--- src/rtl/ram_arb_pkg.sv ---
// Shared encodings and default widths for the two-port RAM arbiter.
// Used by the round-robin core and by the top-level mux.
package ram_arb_pkg;

    localparam int DATA_W = 8;
    localparam int ADDR_W = 6;

    localparam logic [1:0] ST_IDLE  = 2'd0;
    localparam logic [1:0] ST_OWN_A = 2'd1;
    localparam logic [1:0] ST_OWN_B = 2'd2;

    localparam logic SIDE_A = 1'b0;
    localparam logic SIDE_B = 1'b1;

    // A read grant remembered for one cycle until the RAM returns data.
    typedef struct packed {
        logic valid;
        logic side;
    } rd_tag_t;

    // The burst counter must be at least one bit wide, even when MAX_BURST is 1.
    function automatic int cnt_width(input int max_burst);
        return (max_burst > 1) ? $clog2(max_burst) : 1;
    endfunction

endpackage

--- src/rtl/rr_arb2.sv ---
// Two-way round-robin arbiter with bounded burst ownership.
// Produces the grant vector and the winning side every cycle.
module rr_arb2 #(
    parameter int MAX_BURST = 4
) (
    input  logic       clk,
    input  logic       rst_n,
    input  logic [1:0] req,
    output logic [1:0] gnt,
    output logic       win_valid,
    output logic       win_side
);
    import ram_arb_pkg::*;

    localparam int              CNT_W   = cnt_width(MAX_BURST);
    localparam logic [CNT_W-1:0] CNT_MAX = CNT_W'(MAX_BURST - 1);
    localparam logic [CNT_W-1:0] CNT_ONE = CNT_W'(1);

    logic [1:0]       state_q, state_d;
    logic [CNT_W-1:0] burst_q, burst_d;
    logic             last_win_q, last_win_d;
    logic             owned;
    logic             owner_side;

    always_comb begin
        // NOTE: every signal gets a default first, so no path leaves it unassigned and no latch is inferred.
        owned      = (state_q != ST_IDLE);
        owner_side = (state_q == ST_OWN_B) ? SIDE_B : SIDE_A;
        win_valid  = rst_n & (|req);
        win_side   = SIDE_A;
        gnt        = 2'b00;

        if (req == 2'b10) begin
            win_side = SIDE_B;
        end else if (req == 2'b11) begin
            if (!owned)
                win_side = ~last_win_q;
            else if (burst_q < CNT_MAX)
                win_side = owner_side;
            else
                win_side = ~owner_side;
        end

        if (win_valid)
            gnt[win_side] = 1'b1;
    end

    always_comb begin
        state_d    = state_q;
        burst_d    = burst_q;
        last_win_d = last_win_q;

        if (!win_valid) begin
            state_d = ST_IDLE;
            burst_d = '0;
        end else if (owned && (win_side == owner_side)) begin
            // A lone owner at the limit keeps going with a fresh count.
            burst_d = (burst_q == CNT_MAX) ? '0 : burst_q + CNT_ONE;
        end else begin
            state_d    = (win_side == SIDE_B) ? ST_OWN_B : ST_OWN_A;
            burst_d    = '0;
            last_win_d = win_side;
        end
    end

    // NOTE: reset is synchronous, so rst_n is tested inside the clocked block rather than in the sensitivity list.
    always_ff @(posedge clk) begin
        if (!rst_n) begin
            state_q    <= ST_IDLE;
            burst_q    <= '0;
            last_win_q <= SIDE_B;
        end else begin
            // NOTE: sequential state uses non-blocking assignments so every register samples pre-edge values.
            state_q    <= state_d;
            burst_q    <= burst_d;
            last_win_q <= last_win_d;
        end
    end

endmodule

--- src/rtl/ram_port_arbiter.sv ---
// Shares one single-port RAM between requesters A and B: arbitration core,
// RAM pin mux with hold-when-idle, and one-cycle read-data return routing.
module ram_port_arbiter #(
    parameter int DATA_W    = ram_arb_pkg::DATA_W,
    parameter int ADDR_W    = ram_arb_pkg::ADDR_W,
    parameter int MAX_BURST = 4
) (
    input  logic              clk,
    input  logic              rst_n,
    input  logic              a_req,
    input  logic              a_we,
    input  logic [ADDR_W-1:0] a_addr,
    input  logic [DATA_W-1:0] a_wdata,
    output logic              a_gnt,
    output logic              a_rvalid,
    output logic [DATA_W-1:0] a_rdata,
    input  logic              b_req,
    input  logic              b_we,
    input  logic [ADDR_W-1:0] b_addr,
    input  logic [DATA_W-1:0] b_wdata,
    output logic              b_gnt,
    output logic              b_rvalid,
    output logic [DATA_W-1:0] b_rdata,
    output logic [DATA_W-1:0] ram_data,
    output logic [ADDR_W-1:0] ram_addr,
    output logic              ram_we,
    input  logic [DATA_W-1:0] ram_q
);
    import ram_arb_pkg::*;

    logic [1:0]        gnt;
    logic              win_valid;
    logic              win_side;
    logic              sel_we;
    logic [ADDR_W-1:0] sel_addr;
    logic [DATA_W-1:0] sel_data;
    logic [ADDR_W-1:0] ram_addr_q;
    logic [DATA_W-1:0] ram_data_q;
    rd_tag_t           rd_tag_q, rd_tag_d;
    logic              a_hit, b_hit;
    logic [DATA_W-1:0] a_rdata_q, b_rdata_q;

    rr_arb2 #(
        .MAX_BURST (MAX_BURST)
    ) u_arb (
        .clk       (clk),
        .rst_n     (rst_n),
        .req       ({b_req, a_req}),
        .gnt       (gnt),
        .win_valid (win_valid),
        .win_side  (win_side)
    );

    assign a_gnt = gnt[0];
    assign b_gnt = gnt[1];

    always_comb begin
        sel_we   = (win_side == SIDE_B) ? b_we    : a_we;
        sel_addr = (win_side == SIDE_B) ? b_addr  : a_addr;
        sel_data = (win_side == SIDE_B) ? b_wdata : a_wdata;

        rd_tag_d.valid = win_valid & ~sel_we;
        rd_tag_d.side  = win_side;

        // Idle cycles replay the last address/data so the RAM pins do not toggle.
        ram_we   = win_valid & sel_we;
        ram_addr = !rst_n ? '0 : (win_valid ? sel_addr : ram_addr_q);
        ram_data = !rst_n ? '0 : (win_valid ? sel_data : ram_data_q);

        a_hit    = rst_n & rd_tag_q.valid & (rd_tag_q.side == SIDE_A);
        b_hit    = rst_n & rd_tag_q.valid & (rd_tag_q.side == SIDE_B);
        a_rvalid = a_hit;
        b_rvalid = b_hit;
        a_rdata  = !rst_n ? '0 : (a_hit ? ram_q : a_rdata_q);
        b_rdata  = !rst_n ? '0 : (b_hit ? ram_q : b_rdata_q);
    end

    always_ff @(posedge clk) begin
        if (!rst_n) begin
            ram_addr_q <= '0;
            ram_data_q <= '0;
            rd_tag_q   <= '0;
            a_rdata_q  <= '0;
            b_rdata_q  <= '0;
        end else begin
            if (win_valid) begin
                ram_addr_q <= sel_addr;
                ram_data_q <= sel_data;
            end
            rd_tag_q <= rd_tag_d;
            if (a_hit)
                a_rdata_q <= ram_q;
            if (b_hit)
                b_rdata_q <= ram_q;
        end
    end

endmodule

--- config.mk ---
export PLATFORM = sky130hd
export DESIGN_NAME = ram_port_arbiter
export DESIGN_NICKNAME = d
export VERILOG_FILES = /design/src/rtl/ram_arb_pkg.sv /design/src/rtl/rr_arb2.sv /design/src/rtl/ram_port_arbiter.sv
export SDC_FILE = /design/constraint.sdc
export NUM_CORES = 1
export LEC_CHECK = 0
export ABC_CLOCK_PERIOD_IN_PS = 4300
export BUFFER_PORTS_ARGS = -buffer_cell sky130_fd_sc_hd__buf_2
export CORE_MARGIN = 8
export CORE_UTILIZATION = 33
export DETAILED_ROUTE_END_ITERATION = 16
export GPL_TIMING_DRIVEN = 0
export SETUP_SLACK_MARGIN = 0.5
export SYNTH_ARGS = -nofsm -noshare
export SYNTH_HDL_FRONTEND = slang
export SYNTH_SLANG_ARGS = --single-unit
--- constraint.sdc ---
create_clock -name clk -period 4.3 [get_ports clk]
set_input_delay 0.215 -clock clk [delete_from_list [all_inputs] [get_ports clk]]
set_output_delay 0.215 -clock clk [all_outputs]
set_load 0.005 [all_outputs]
### After elaboration in Yosys (flattened, before gate mapping)

Index checks and enable logic that the tools add are counted.

| operators by class | value |
|---|---|
| add/sub/neg operators | 1 |
| $lt $le $gt $ge | 3 |
| equal/unequal tests | 5 |
| mux-type cells | 20 |
| bitwise gates (word level) | 13 |
| reduce and logical (&&, ||, !) cells | 7 |

Operator list:

| operator | count |
|---|---|
| two-way mux 8 bit | 7 |
| two-way mux 6 bit | 3 |
| equality test 2 bit (second input constant) | 4 |
| two-way mux 1 bit | 7 |
| NOT 1 bit | 7 |
| AND 1 bit | 6 |
| two-way mux 2 bit | 2 |
| AND reduction 2 bit | 2 |
| OR reduction 4 bit | 1 |
| adder 2 x 1 -> 2 bit (second input constant) | 1 |
| logical AND 1 bit | 2 |
| less-than comparator 1 x 2 -> 1 bit (second input constant) | 1 |
| less-than comparator 2 bit (second input constant) | 1 |
| nonzero test 2 bit | 1 |
| OR reduction 2 bit | 1 |
| demux 1 bit (select 1 bit) | 1 |
| equality test 1 bit | 1 |
| >= comparator 1 bit (second input constant) | 1 |

| storage, ports and cells | value |
|---|---|
| flip-flop bits (word level) | 37 |
| input port bits | 42 |
| output and inout port bits | 35 |
| word-level logic and storage cells | 58 |

### Longest topological paths before layout

| logic depth | value |
|---|---|
| word-level depth | 12 |
| depth in mapped cells | 6 |
| depth with buffers taken out | 4 |

### Cells and area by module

A second synthesis with hierarchy kept.

| second synthesis, totals | value |
|---|---|
| cell total of the unflattened synthesis | 162 |
| area total of the unflattened synthesis | 1,561.5 sq um |

Modules (own cells, without submodules):

| module | instances | cells an instance | area an instance (sq um) | seq. area each (sq um) |
|---|---|---|---|---|
| ram_port_arbiter | 1 | 134 | 1,312.5 | 640.6 |
| rr_arb2 | 1 | 28 | 249.0 | 100.1 |

### Least setup slack after synthesis

Ideal clock, no wire load.

| path | value |
|---|---|
| path kind | flip-flop to output port |
| start | reg u_arb.burst_q[0] |
| end | out ram_addr[1] |
| arrival | 1,520 ps |
| data required time | 4,085 ps |
| path slack | 2,565 ps |
| cell stages (with the launch flop) | 6 |
| buffers on the path | 1 |
| cells stage by stage | dfxtp_1 -> ha_1 -> mux2_2 -> o211a_1 -> buf_6 -> a221o_1 |

| between the ends | value |
|---|---|
| cells in the longest elaborated chain, start to end | 8 |

Ends and longest elaborated chain:

| element | line | source |
|---|---|---|
| from (decl) | rr_arb2.sv:20 | `logic [CNT_W-1:0] burst_q, burst_d;` |
| from (signal assigned) | rr_arb2.sv:75 | `burst_q <= burst_d;` |
| less-than comparator 2 bit | rr_arb2.sv:38 | `else if (burst_q < CNT_MAX)` |
| two-way mux 1 bit | rr_arb2.sv:38 |  |
| two-way mux 1 bit | rr_arb2.sv:36 | `if (!owned)` |
| two-way mux 1 bit | rr_arb2.sv:35 | `end else if (req == 2'b11) begin` |
| two-way mux 1 bit | rr_arb2.sv:33 | `if (req == 2'b10) begin` |
| two-way mux 6 bit | ram_port_arbiter.sv:59 | `sel_addr = (win_side == SIDE_B) ? b_addr : a_addr;` |
| two-way mux 6 bit | n/a |  |
| two-way mux 6 bit | ram_port_arbiter.sv:67 | `ram_addr = !rst_n ? '0 : (win_valid ? sel_addr : ram_addr_q);` |
| to (decl) | ram_port_arbiter.sv:25 | `output logic [ADDR_W-1:0] ram_addr,` |

Every way passes these cells.

### Worst setup path after layout

| path | value |
|---|---|
| start | reg u_arb.burst_q[0] |
| end | out ram_data[6] |

| between the ends | value |
|---|---|
| cells in the longest elaborated chain, start to end | 8 |

Ends and longest elaborated chain:

| element | line | source |
|---|---|---|
| less-than comparator 2 bit | rr_arb2.sv:38 |  |
| two-way mux 1 bit | rr_arb2.sv:38 |  |
| two-way mux 1 bit | rr_arb2.sv:36 |  |
| two-way mux 1 bit | rr_arb2.sv:35 |  |
| two-way mux 1 bit | rr_arb2.sv:33 |  |
| two-way mux 8 bit | ram_port_arbiter.sv:60 | `sel_data = (win_side == SIDE_B) ? b_wdata : a_wdata;` |
| two-way mux 8 bit | n/a |  |
| two-way mux 8 bit | ram_port_arbiter.sv:68 | `ram_data = !rst_n ? '0 : (win_valid ? sel_data : ram_data_q);` |
| to (decl) | ram_port_arbiter.sv:24 | `output logic [DATA_W-1:0] ram_data,` |

Every way passes these cells.

==> run metrics <==
status complete, no violations; Max-slew headroom 68.97%; die span in x 89.14 um; Final Skew 0.01059 ns; first-pass GRT wire length 7790 um; FFs w/ async S/R, synth 0%; syn_area_per_cell 8.962 um^2; number of synthesis warnings 0; crit start category register; #FFs+latches synth 37; # diodes 0; min cycle time layout 2.301 ns; Leak Pwr 0.001129 uW; CTS Buffer Depth 2; Synth top area share 41.96%; wire length after detailed routing 4838 um; vias 1650; sw frac 25.67%; H-Tree Depth 2; Flop pwr share 45.4%; Worst Slack Setup Final 1.999 ns; Max-Cap Viols 0; Syn Nets 240; switching power 212.4 uW; die area 7946 um^2; average wire per standard cell 13.86 um; critical path's top delay family compound AO/OA/AOI/OAI gates; Total Routing Usage GR 12.45%; Core Region 5140 um^2; Clk Latency, worst-skew pair 0.29 ns; GP Congestion 0.7645; PwrDens 353.8 nW/um^2; final-stage net count 321; Setup violations, final 0; Slew @ Worst Pin 0.4654 ns; Comb pwr share 17.8%; Post-Syn Area 1765 um^2; area occupied by multi-input gates 907.1 um^2; CP Class register to output port; register area 740.7 um^2; dominant cell type by area after synthesis dfxtp_1; Initial DRC Count 68; class of the worst hold path primary input to register; Die Y-Extent 89.14 um; clock sinks 37; number of flops mapped to enable cells by yosys 0; CTS tree done; main flop type after synthesis dfxtp_1; Crit-path slowest cell a221o_1; postcts setup bufs 0; Cell variety after synth 33; Fin. Hold Viols 0; Layout area overhead 32.46%; IO Pins 77; GR Overflow Total 0; initial antenna violation count 0; CTS Root Cell clkbuf_8; Clock power frac 36.8%; Critical Path AT 2.09 ns; Final ANT Viol Nets 0; Mapped Cells 197; Pre-antenna DRT Iters 4; Period Utilization, post-route 53.52%; most frequent cell after synthesis nand2_1; Initial Util 34.35%; part of the Yosys area used for sequential elements 41.96%; CP max FO 10; DP Wirelength 3693 um; max-slew violation count 0; IO buf count 74; CTS resizes 0; setup slack at placement 2.315 ns; largest net degree at the start of global routing 14; drt drc 0; crit path capture type output port; setup_tns 0 ns; worst vdd ir 0.1872 mV; Critical Path RT 4.09 ns; mean number of vias per cell 4.728; cell row count 26; fillcell total 531; share of cells above drive strength 1 37.28%; Bufs and invs on worst path 2; vias in the first global route 1692; critical path, cell by cell ha_1 -> mux2i_1 -> o2111a_2 -> buf_6 -> a221o_1 -> buf_2; Synth area leaders dfxtp_1 (42%), mux2i_1 (9.1%), nand2_1 (8.1%); f_max 0.4345 GHz; unrepaired setup endpoints after global routing false; most common library cells after synthesis nand2_1 (38), dfxtp_1 (37), o21ai_1 (18); Hold Buf Count CTS 0; Reg clk slew, reported paths 0.08 ns; number of buffers created by CTS 5; internal power 615.0 uW; crit-path max cell delay 0.39 ns
[layout by cell type (no fill, tap or decap), drive strengths merged, types with 3 or more instances in the layout]
master,count
a221o,14
buf,82
clkbuf,12
nand2b,3
dfxtp,37
nor2,16
o21ai,20
mux2i,16
nand2,38
and2,15
a21oi,4
[state kept, by name (all words and copies together) (netlist names)]
| name | count |
|---|---|
| ram_addr_q | 6 |
| rd_tag_q | 2 |
| u_arb.state_q | 2 |
| b_rdata_q | 8 |
| u_arb.last_win_q | 1 |
| u_arb.burst_q | 2 |
| a_rdata_q | 8 |
| ram_data_q | 8 |
[kinds of logic after synthesis]
group | after synthesis | share of synthesized area, %
DFF | 37 | 41.96
AOI/OAI and AO/OA | 45 | 18.50
adders and majority gates | 1 | 0.7086
muxes | 18 | 10.35
buffers and inverters | 17 | 6.661
and+or+nand+nor | 79 | 21.83
[power by group through the flow]
| stage | combinational [uW] | clock [uW] | sequential [uW] |
|---|---|---|---|
| 2_1_floorplan | 88.8 | 0 | 381 |
| 3_3_place_gp | 147 | 0 | 383 |
| 3_5_place_dp | 148 | 0 | 383 |
| 4_1_cts | 149 | 314 | 376 |
| 5_1_grt | 164 | 328 | 378 |
| 6_report | 148 | 304 | 376 |
[area by class of cell]
type	instances	area share [%]
Buffer	16	4.869
Clock buffer	5	2.943
Clock inverter	3	1.980
Inverter	1	0.1605
Multi-Input combinational cell	143	38.79
Sequential cell	37	31.67
Tap cell	70	3.745
Timing Repair Buffer	74	15.84
[worst paths after layout]
check | startpoint | endpoint | slack (ns) | cells past startpoint
hold / removal | ram_q[3] | a_rdata_q[3]$_DFF_P_ | 0.17 | 3
setup reg to reg | u_arb.burst_q[0]$_SDFF_PP0_ | ram_data_q[6]$_DFF_P_ | 2.52 | 5
setup / recovery | u_arb.burst_q[0]$_SDFF_PP0_ | ram_data[6] | 2.00 | 6
hold reg to reg | u_arb.burst_q[0]$_SDFF_PP0_ | u_arb.burst_q[0]$_SDFF_PP0_ | 0.43 | 1
[metal layers]
| metal | wire, um | GRT usage [%] | part of all wire, % |
|---|---|---|---|
| met1 | 2243 | 15.55 | 46 |
| met3 | 216 | 3.309 | 4.5 |
| met5 | 0 | 0 | 0 |
| met4 | 74 | 4.532 | 1.5 |
| met2 | 2304 | 20.00 | 48 |
[tightest hold or removal path, cell delays in order]
cell	delay [ns]
buf_2	0.08
nand2_1	0.04
o21ai_1	0.08
[stage by stage]
step	cell area (um^2)	hold slack, ns	total power, uW	utilization (%)	instances
floorplan	1765	0.3873	469.8	-	197
global placement	2223	0.4229	530.4	43.26	341
detailed placement	2223	0.4201	531.6	43.26	341
CTS	2338	0.1559	838.9	45.50	349
global route	2338	0.1671	870.2	45.50	349
finish	2338	0.1659	827.4	45.50	349
Power figures use the tool's default switching activity.
